**src/rtl/alu_seq.sv**
```systemverilog
// alu_seq: handshaked ALU with registered RES/FLAGS = {N, V, C, Z}.
// Single-cycle ops go IDLE->DONE on the accepting edge. The result then
// stays in DONE until the consumer takes it.
// Optional feature macro ALU_MUL_EN: when defined, a WIDTH-cycle shift-add
// MUL and the BUSY state are built in. Without it, MUL completes at once
// with RES = 0 and FLAGS = 4'b0001.
//
// state | meaning
// IDLE  | ready, in_ready = 1
// BUSY  | shift-add multiply in progress (ALU_MUL_EN only)
// DONE  | RES/FLAGS valid, waiting for out_ready
module alu_seq #(
  parameter int WIDTH = 8
) (
  input  logic             clk,
  input  logic             rst_n,
  input  logic             in_valid,
  output logic             in_ready,
  input  logic [WIDTH-1:0] A,
  input  logic [WIDTH-1:0] B,
  input  logic [2:0]       OP,
  output logic             out_valid,
  input  logic             out_ready,
  output logic [WIDTH-1:0] RES,
  output logic [3:0]       FLAGS
);

  localparam int SW = $clog2(WIDTH);

  localparam logic [2:0] OP_ADD = 3'b000;
  localparam logic [2:0] OP_SUB = 3'b001;
  localparam logic [2:0] OP_AND = 3'b010;
  localparam logic [2:0] OP_OR  = 3'b011;
  localparam logic [2:0] OP_XOR = 3'b100;
  localparam logic [2:0] OP_SHL = 3'b101;
  localparam logic [2:0] OP_SHR = 3'b110;
  localparam logic [2:0] OP_MUL = 3'b111;

  typedef enum logic [1:0] {
    IDLE = 2'd0,
    BUSY = 2'd1,
    DONE = 2'd2
  } state_t;

  state_t           state_q, state_d;
  logic [WIDTH-1:0] res_q, res_d;
  logic [3:0]       flags_q, flags_d;
  logic             accept;
  logic             go_busy;
  logic [WIDTH-1:0] alu_res;
  logic             alu_c;
  logic             alu_v;
  logic [WIDTH:0]   add_ext, sub_ext, shl_ext, shr_ext;
  logic [SW-1:0]    sh_amt;

  assign accept = (state_q == IDLE) && in_valid;

`ifdef ALU_MUL_EN
  localparam int CW = $clog2(WIDTH + 1);

  logic [2*WIDTH-1:0] prod_q, prod_d;
  logic [2*WIDTH-1:0] mcand_q, mcand_d;
  logic [WIDTH-1:0]   mplier_q, mplier_d;
  logic [CW-1:0]      cnt_q, cnt_d;

  assign go_busy = (OP == OP_MUL);

  // Multiplier registers: load on accept, one shift-add step per BUSY cycle
  always_ff @(posedge clk or negedge rst_n) begin
    if (!rst_n) begin
      prod_q   <= '0;
      mcand_q  <= '0;
      mplier_q <= '0;
      cnt_q    <= '0;
    end else begin
      prod_q   <= prod_d;
      mcand_q  <= mcand_d;
      mplier_q <= mplier_d;
      cnt_q    <= cnt_d;
    end
  end

  // Shift-add step; cnt_q is a down-counter, zero means the product is complete
  always_comb begin
    prod_d   = prod_q;
    mcand_d  = mcand_q;
    mplier_d = mplier_q;
    cnt_d    = cnt_q;
    if (accept && go_busy) begin
      prod_d   = '0;
      mcand_d  = {{WIDTH{1'b0}}, A};
      mplier_d = B;
      cnt_d    = CW'(WIDTH);
    end else if (state_q == BUSY && cnt_q != '0) begin
      if (mplier_q[0]) prod_d = prod_q + mcand_q;
      mcand_d  = mcand_q << 1;
      mplier_d = mplier_q >> 1;
      cnt_d    = cnt_q - CW'(1);
    end
  end
`else
  assign go_busy = 1'b0;
`endif

  // Single-cycle ALU on the live inputs, used only at the accepting edge
  always_comb begin
    sh_amt  = B[SW-1:0];
    add_ext = {1'b0, A} + {1'b0, B};
    sub_ext = {1'b0, A} - {1'b0, B};
    shl_ext = {1'b0, A} << sh_amt;
    shr_ext = {A, 1'b0} >> sh_amt;
    alu_res = '0;
    alu_c   = 1'b0;
    alu_v   = 1'b0;
    case (OP)
      OP_ADD: begin
        alu_res = add_ext[WIDTH-1:0];
        alu_c   = add_ext[WIDTH];
        alu_v   = (A[WIDTH-1] == B[WIDTH-1]) && (add_ext[WIDTH-1] != A[WIDTH-1]);
      end
      OP_SUB: begin
        alu_res = sub_ext[WIDTH-1:0];
        alu_c   = sub_ext[WIDTH];
        alu_v   = (A[WIDTH-1] != B[WIDTH-1]) && (sub_ext[WIDTH-1] != A[WIDTH-1]);
      end
      OP_AND: alu_res = A & B;
      OP_OR:  alu_res = A | B;
      OP_XOR: alu_res = A ^ B;
      OP_SHL: begin
        alu_res = shl_ext[WIDTH-1:0];
        alu_c   = shl_ext[WIDTH];
      end
      OP_SHR: begin
        alu_res = shr_ext[WIDTH:1];
        alu_c   = shr_ext[0];
      end
      default: begin
        alu_res = '0;
        alu_c   = 1'b0;
      end
    endcase
  end

  // State register
  always_ff @(posedge clk or negedge rst_n) begin
    if (!rst_n) state_q <= IDLE;
    else        state_q <= state_d;
  end

  // Next-state logic; in_valid outside IDLE is ignored
  always_comb begin
    state_d = state_q;
    case (state_q)
      IDLE: if (in_valid) state_d = go_busy ? BUSY : DONE;
      BUSY: begin
`ifdef ALU_MUL_EN
        if (cnt_q == '0) state_d = DONE;
`else
        state_d = IDLE;
`endif
      end
      DONE: if (out_ready) state_d = IDLE;
      default: state_d = IDLE;
    endcase
  end

  // Output decode from state
  always_comb begin
    in_ready  = (state_q == IDLE);
    out_valid = (state_q == DONE);
  end

  // Result capture: at accept for single-cycle ops, at end of BUSY for MUL
  always_comb begin
    res_d   = res_q;
    flags_d = flags_q;
    if (accept && !go_busy) begin
      res_d   = alu_res;
      flags_d = {alu_res[WIDTH-1], alu_v, alu_c, alu_res == '0};
    end
`ifdef ALU_MUL_EN
    else if (state_q == BUSY && cnt_q == '0) begin
      res_d   = prod_q[WIDTH-1:0];
      flags_d = {prod_q[WIDTH-1], 1'b0, |prod_q[2*WIDTH-1:WIDTH],
                 prod_q[WIDTH-1:0] == '0};
    end
`endif
  end

  // Result registers
  always_ff @(posedge clk or negedge rst_n) begin
    if (!rst_n) begin
      res_q   <= '0;
      flags_q <= '0;
    end else begin
      res_q   <= res_d;
      flags_q <= flags_d;
    end
  end

  assign RES   = res_q;
  assign FLAGS = flags_q;

endmodule

```
**config.mk**
```make
export PLATFORM = sky130hd
export DESIGN_NAME = alu_seq
export DESIGN_NICKNAME = d
export VERILOG_FILES = /design/src/rtl/alu_seq.sv
export SDC_FILE = /design/constraint.sdc
export NUM_CORES = 1
export LEC_CHECK = 0
export ABC_AREA = 0
export CORE_MARGIN = 2
export CORE_UTILIZATION = 35
export CTS_BUF_LIST = sky130_fd_sc_hd__clkbuf_2 sky130_fd_sc_hd__clkbuf_4 sky130_fd_sc_hd__clkbuf_8
export CTS_CLUSTER_DIAMETER = 150
export DETAILED_ROUTE_END_ITERATION = 6
export SYNTH_ARGS = -nofsm -noshare
export SYNTH_HDL_FRONTEND = slang
export SYNTH_SLANG_ARGS = --single-unit
```
**constraint.sdc**
```tcl
create_clock -name clk -period 4.1 [get_ports clk]
set_input_delay 0.41 -clock clk [delete_from_list [all_inputs] [get_ports clk]]
set_output_delay 0.41 -clock clk [all_outputs]
set_load 0.005 [all_outputs]
```
-- Word level (Yosys, flattened, before mapping)
Cells that the tools add are included.
- register bits after elaboration: 14
- bits in latches: 0
- bits in writable memories: 0
- memory bits (read-only): 0
- input port bits: 23
- output and inout port bits: 14
- word-level logic and storage cells: 36
- memories: 0
- add/sub/neg operators: 2
- multipliers: 0
- div/mod/pow operators: 0
- magnitude comparators: 0
- equal/unequal tests: 13
- shift operators: 2
- multiplexer cells: 6
- bitwise logic cells: 3
- reduce and logical (&&, ||, !) cells: 7
- operator list (kind ; count):
    case mux 8 bit (7 select lines) ; 1
    adder 8 x 8 -> 9 bit ; 1
    equality test 3 bit, second input constant ; 3
    left shift 8 x 3 -> 9 bit ; 1
    right shift 9 x 3 -> 9 bit ; 1
    subtractor 8 x 8 -> 9 bit ; 1
    bitwise AND 8 bit ; 1
    zero test 8 bit ; 1
    bitwise OR 8 bit ; 1
    bitwise XOR 8 bit ; 1
    equality test 3 x 2 -> 1 bit, second input constant ; 2
    two-way mux 2 bit ; 2
    case mux 1 bit (4 select lines) ; 1
    case mux 2 bit (2 select lines) ; 1
    equality test 3 x 1 -> 1 bit, second input constant ; 1
    logical AND 1 bit ; 3
    zero test 3 bit ; 1
    != test 1 bit ; 3
    equality test 2 bit, second input constant ; 1
    zero test 2 bit ; 1
    != test 2 x 1 -> 1 bit, second input constant ; 1
    != test 2 bit, second input constant ; 1
    case mux 1 bit (2 select lines) ; 1
    AND reduction 2 bit ; 1
    equality test 1 bit ; 1

-- Depth between registers and ports, before layout
- word-level depth: 4
- gate-level depth with buffers: 11
- depth with buffers taken out: 9

-- Worst setup path after synthesis
Ideal clock, no wire load.
- path kind: input port to flip-flop
- start: input port B[0]
- end: register flags_q[0], in the netlist FLAGS[0]
- library setup time: 0.103 ns
- arrival time: 2.539 ns
- data required time: 3.997 ns
- slack: 1.458 ns
- stages on the path: 11
- buffers on the path: 3
- cells stage by stage: buf_6 > buf_2 > buf_1 > inv_1 > ha_1 > nand2b_1 > a21oi_1 > or4b_4 > nor4_2 > nand4_1 > o41ai_2
- word-level cells in the longest chain between the ends: 3
- elaborated cells on any way between the ends: 9
- those cells by class: 2 x add/sub; 2 x shift; 1 x mux; 3 x bitwise; 1 x reduce/logical
- RTL lines (item ; line ; RTL):
    from (decl) ; 20 ; input logic [WIDTH-1:0] B,
    subtractor 8 x 8 -> 9 bit, or another cell as far along ; 109 ; sub_ext = {1'b0, A} - {1'b0, B};
    case mux 8 bit (7 select lines) * ; 115 ; case (OP)
    zero test 8 bit * ; 179 ; flags_d = {alu_res[WIDTH-1], alu_v, alu_c, alu_res == '0};
    to (signal assigned) ; 197 ; flags_q <= flags_d;
    to (decl) ; 47 ; logic [3:0] flags_q, flags_d;
Every way passes the cells marked *; elsewhere a longest branch is shown, timed or not.
A chain may end at the register's enable or synchronous reset.

-- Worst setup path in the final report
Same ends and word-level chain as after synthesis.

==> impl_results.md <==
- Result of the run: complete, no violations
- Min Clock Period, post-route: 3190 ps
- Detail Route Antenna Nets: 0
- Post-CTS setup buffer count: 0
- Total number of vias: 2,284
- Die area: 0.00719 mm2
- Initial DRC Count: 201
- Number of different library cells in the post-synthesis netlist: 56
- Count of final setup violators: 0
- Routed wire length on met3: 514 um
- Launch instance of the worst min-delay path: RES[2]$_DFFE_PN0P_
- Clock input transition at the sequential cells of the worst setup and hold paths: 50 ps
- Setup repair after global routing missed its margin: false
- Total number of yosys warnings: 0
- Clk Latency, worst-skew pair: 240 ps
- Share of final-layout standard cells stronger than drive strength 1: 0.0977
- Crit path max-delay cell type: sky130_fd_sc_hd__clkdlybuf4s50_1
- Cell-internal power: 403 uW
- CTS H-tree lvls: 1
- Worst setup path endpoint: FLAGS[0]$_DFFE_PN0P_
- Top layer reached by signal wires: met4
- Storage element area: 300 um2
- Comb power frac: 0.542
- Launching instance or port of the critical path: B[0]
- Worst setup path class: primary input to flip-flop
- DRC Markers: 0
- Largest net degree at the start of global routing: 32
- Worst setup slack after layout: 911 ps
- Synth Instances: 277
- Routed vias/inst: 5.95
- Leading post-synthesis cells by cell area: sky130_fd_sc_hd__ha_1, sky130_fd_sc_hd__dfrtp_1, sky130_fd_sc_hd__mux4_2
- Synthesized area: 0.00228 mm2
- Pwr/cell area: 225 mW/mm2
- Number of cells in the finished layout apart from fillers: 384
- Static Leak: 1.19 nW
- Antenna diode count: 0
- Critical Path Start Type: primary input
- Kind of end point of the critical path: flip-flop
- Transition at the pin with the smallest max-transition slack: 1120 ps
- Path type of the worst min-delay path: flip-flop to flip-flop
- Sink Count: 12
- Worst vdd rail ir drop: 0.221 mV
- Switching power: 225 uW
- Highest clock frequency the design can meet: 314 MHz
- Most frequent cells in the layout: sky130_fd_sc_hd__clkdlybuf4s50_1, sky130_fd_sc_hd__ha_1, sky130_fd_sc_hd__inv_1
- Net count, final: 358
- Count of input and output buffers: 36
- Final HPWL from detailed placement: 5430 um
- Required time of the critical path: 4240 ps
- Site row count: 29
- GR Util All Layers: 0.194
- Total length of routed met2 wires: 2970 um
- Setup clock skew after layout: 4.17 ps
- Endpoint of the lowest-slack register-to-register path: FLAGS[0]$_DFFE_PN0P_
- Detailed-router iteration count before antenna repair: 4
- Worst-path fanout max: 15
- Initial antenna violation count: 0
- Yosys top cell area share: 0.137
- Final period utilization: 0.778
- Core region area: 0.00631 mm2
- Cell chain of the critical path: clkdlybuf4s50_1, ha_1, fa_1, a21oi_1, o22ai_1, o311ai_0, xor2_1, o21ai_0, o41ai_2
- Die boundary width: 84.8 um
- Crit path arrival time: 3330 ps
- Final setup TNS: 0 ps
- M1 wire length: 3010 um
- Final Max Slew Viols: 0
- Synth area leader: sky130_fd_sc_hd__ha_1
- Vias in the first global route: 2,256
- Overall routed net length: 6820 um
- Fraction of power spent switching nets: 0.358
- Seq/Total Area, Yosys: 0.132
- EDFF count, synth: 0
- Overall power: 628 uW
- PostCTS Resize Cnt: 0
- Most frequent standard cell in the layout excluding fill and tap cells: sky130_fd_sc_hd__clkdlybuf4s50_1
- Clock Tree Buf Depth: 2
- CP max stage delay: 690 ps
- Worst setup slack for register-to-register paths: 1840 ps
- Layout-stage area growth over the synthesis result: 22.0%
- Clock power frac: 0.204
- Flip-flop and latch count after synthesis: 12
- TritonCTS clock tree: built
- Global-route wire length before repair: 11,500 um
- Number of maximum-capacitance constraint violations: 0
- Relative max-transition margin: 0.244
- Per-instance average area after synthesis: 8.24 um2
- Fillcell total: 647
- Residual overflow from global routing: 0
- GP Congestion: 0.906
- Total CTS buffers: 3
- Starting Density: 0.362
- CTS Root Buffer Type: sky130_fd_sc_hd__clkbuf_8
- Share of async-settable or async-resettable flops after synthesis: 1.00
- Quantity of hold-fixing buffers added after cts: 0
- Beginning of the worst register-to-register path: state_q[1]$_DFFE_PN0P_
- Final hold viol count: 0
- Setup slack at placement: 681 ps
- Area of the multi-input gates: 0.00180 mm2
- Most used flip-flop cell after synthesis: sky130_fd_sc_hd__dfrtp_1
- I/O pins: 37
- Wire length per cell after detailed routing: 17.8 um
- Count of cells along the worst register-to-register path: 6
- Die Span Y: 84.8 um
- Syn_nets: 327
- Sequential Power Share: 0.253
- Placed Instances: 380
## worst max-delay path, delay by kind of cell
family	cells	cell delay [ps]
AOI/OAI and AO/OA	5	1250
xor gates and xnor gates	1	170
adders and majority gates	2	820
buffers and inverters	1	690
## worst min-delay path by stage
stage                                 endpoint  depth (start not counted)
after floorplan           FLAGS[0]$_DFFE_PN0P_                          0
after global placement      RES[3]$_DFFE_PN0P_                          2
after detailed placement  FLAGS[2]$_DFFE_PN0P_                          2
after CTS                 FLAGS[2]$_DFFE_PN0P_                          2
after global routing        RES[1]$_DFFE_PN0P_                          2
final                       RES[2]$_DFFE_PN0P_                          2
## metal layers
layer / vias to the layer above / GRT usage
met5: - / 0
met3: 23 / 0.0226
met4: 0 / 0.0924
met1: 1059 / 0.270
li1: 1091 / -
met2: 111 / 0.300
## logic make-up (layout without fill, tap and decap cells)
family	Yosys count	count (layout)	share of synthesized area
fa+ha+maj	27	27	0.155
compound gates	80	80	0.240
mux	20	20	0.147
flops	12	12	0.132
buf+inv	45	75	0.0800
xor+xnor	7	7	0.0268
simple gates	86	86	0.220
## synthesized netlist by cell type (4+ instances only)
| cell type | n |
|---|---|
| sky130_fd_sc_hd__a22oi_1 | 5 |
| sky130_fd_sc_hd__ha_1 | 25 |
| sky130_fd_sc_hd__mux4_1 | 4 |
| sky130_fd_sc_hd__a21oi_1 | 16 |
| sky130_fd_sc_hd__inv_1 | 24 |
| sky130_fd_sc_hd__nand3_1 | 12 |
| sky130_fd_sc_hd__xnor2_1 | 4 |
| sky130_fd_sc_hd__nor2_1 | 8 |
| sky130_fd_sc_hd__o22ai_1 | 4 |
| sky130_fd_sc_hd__a31oi_1 | 4 |
| sky130_fd_sc_hd__o211ai_1 | 9 |
| sky130_fd_sc_hd__mux2_2 | 6 |
| sky130_fd_sc_hd__o21ai_0 | 13 |
| sky130_fd_sc_hd__nand3b_1 | 4 |
| sky130_fd_sc_hd__a2bb2oi_1 | 5 |
| sky130_fd_sc_hd__nor2b_1 | 8 |
| sky130_fd_sc_hd__nor3b_1 | 5 |
| sky130_fd_sc_hd__mux4_2 | 5 |
| sky130_fd_sc_hd__nor3_1 | 11 |
| sky130_fd_sc_hd__dfrtp_1 | 12 |
| sky130_fd_sc_hd__nand2_1 | 17 |
| sky130_fd_sc_hd__mux2i_1 | 5 |
| sky130_fd_sc_hd__and3b_1 | 5 |
| sky130_fd_sc_hd__clkbuf_1 | 14 |
## power by group through the flow
stage	clock, mW	sequential [mW]	combinational [mW]
global placement	0	0.160	0.336
detailed placement	0	0.161	0.338
finish	0.128	0.159	0.341
floorplan	0	0.162	0.191
CTS	0.131	0.159	0.339
global route	0.139	0.163	0.373
## flip-flops by register name, summed over array words and instances, names as in the netlist
register  cells
RES           8
FLAGS         3
state_q       1
## cell type report
cell class                      instances  area share
Clock buffer                            4      0.0198
Inverter                               24      0.0323
Timing Repair Buffer                   47       0.159
Sequential cell                        12       0.108
Multi-Input combinational cell        220       0.646
Tap cell                               77      0.0346
## metrics by stage
step,hold WS [ps],utilization,cell area (um2)
global route,522,0.441,2790
floorplan,114,-,2280
CTS,488,0.441,2790
global placement,461,0.432,2730
finish,479,0.441,2790
detailed placement,476,0.432,2730
Note: power is estimated with default switching activity, not from simulation.
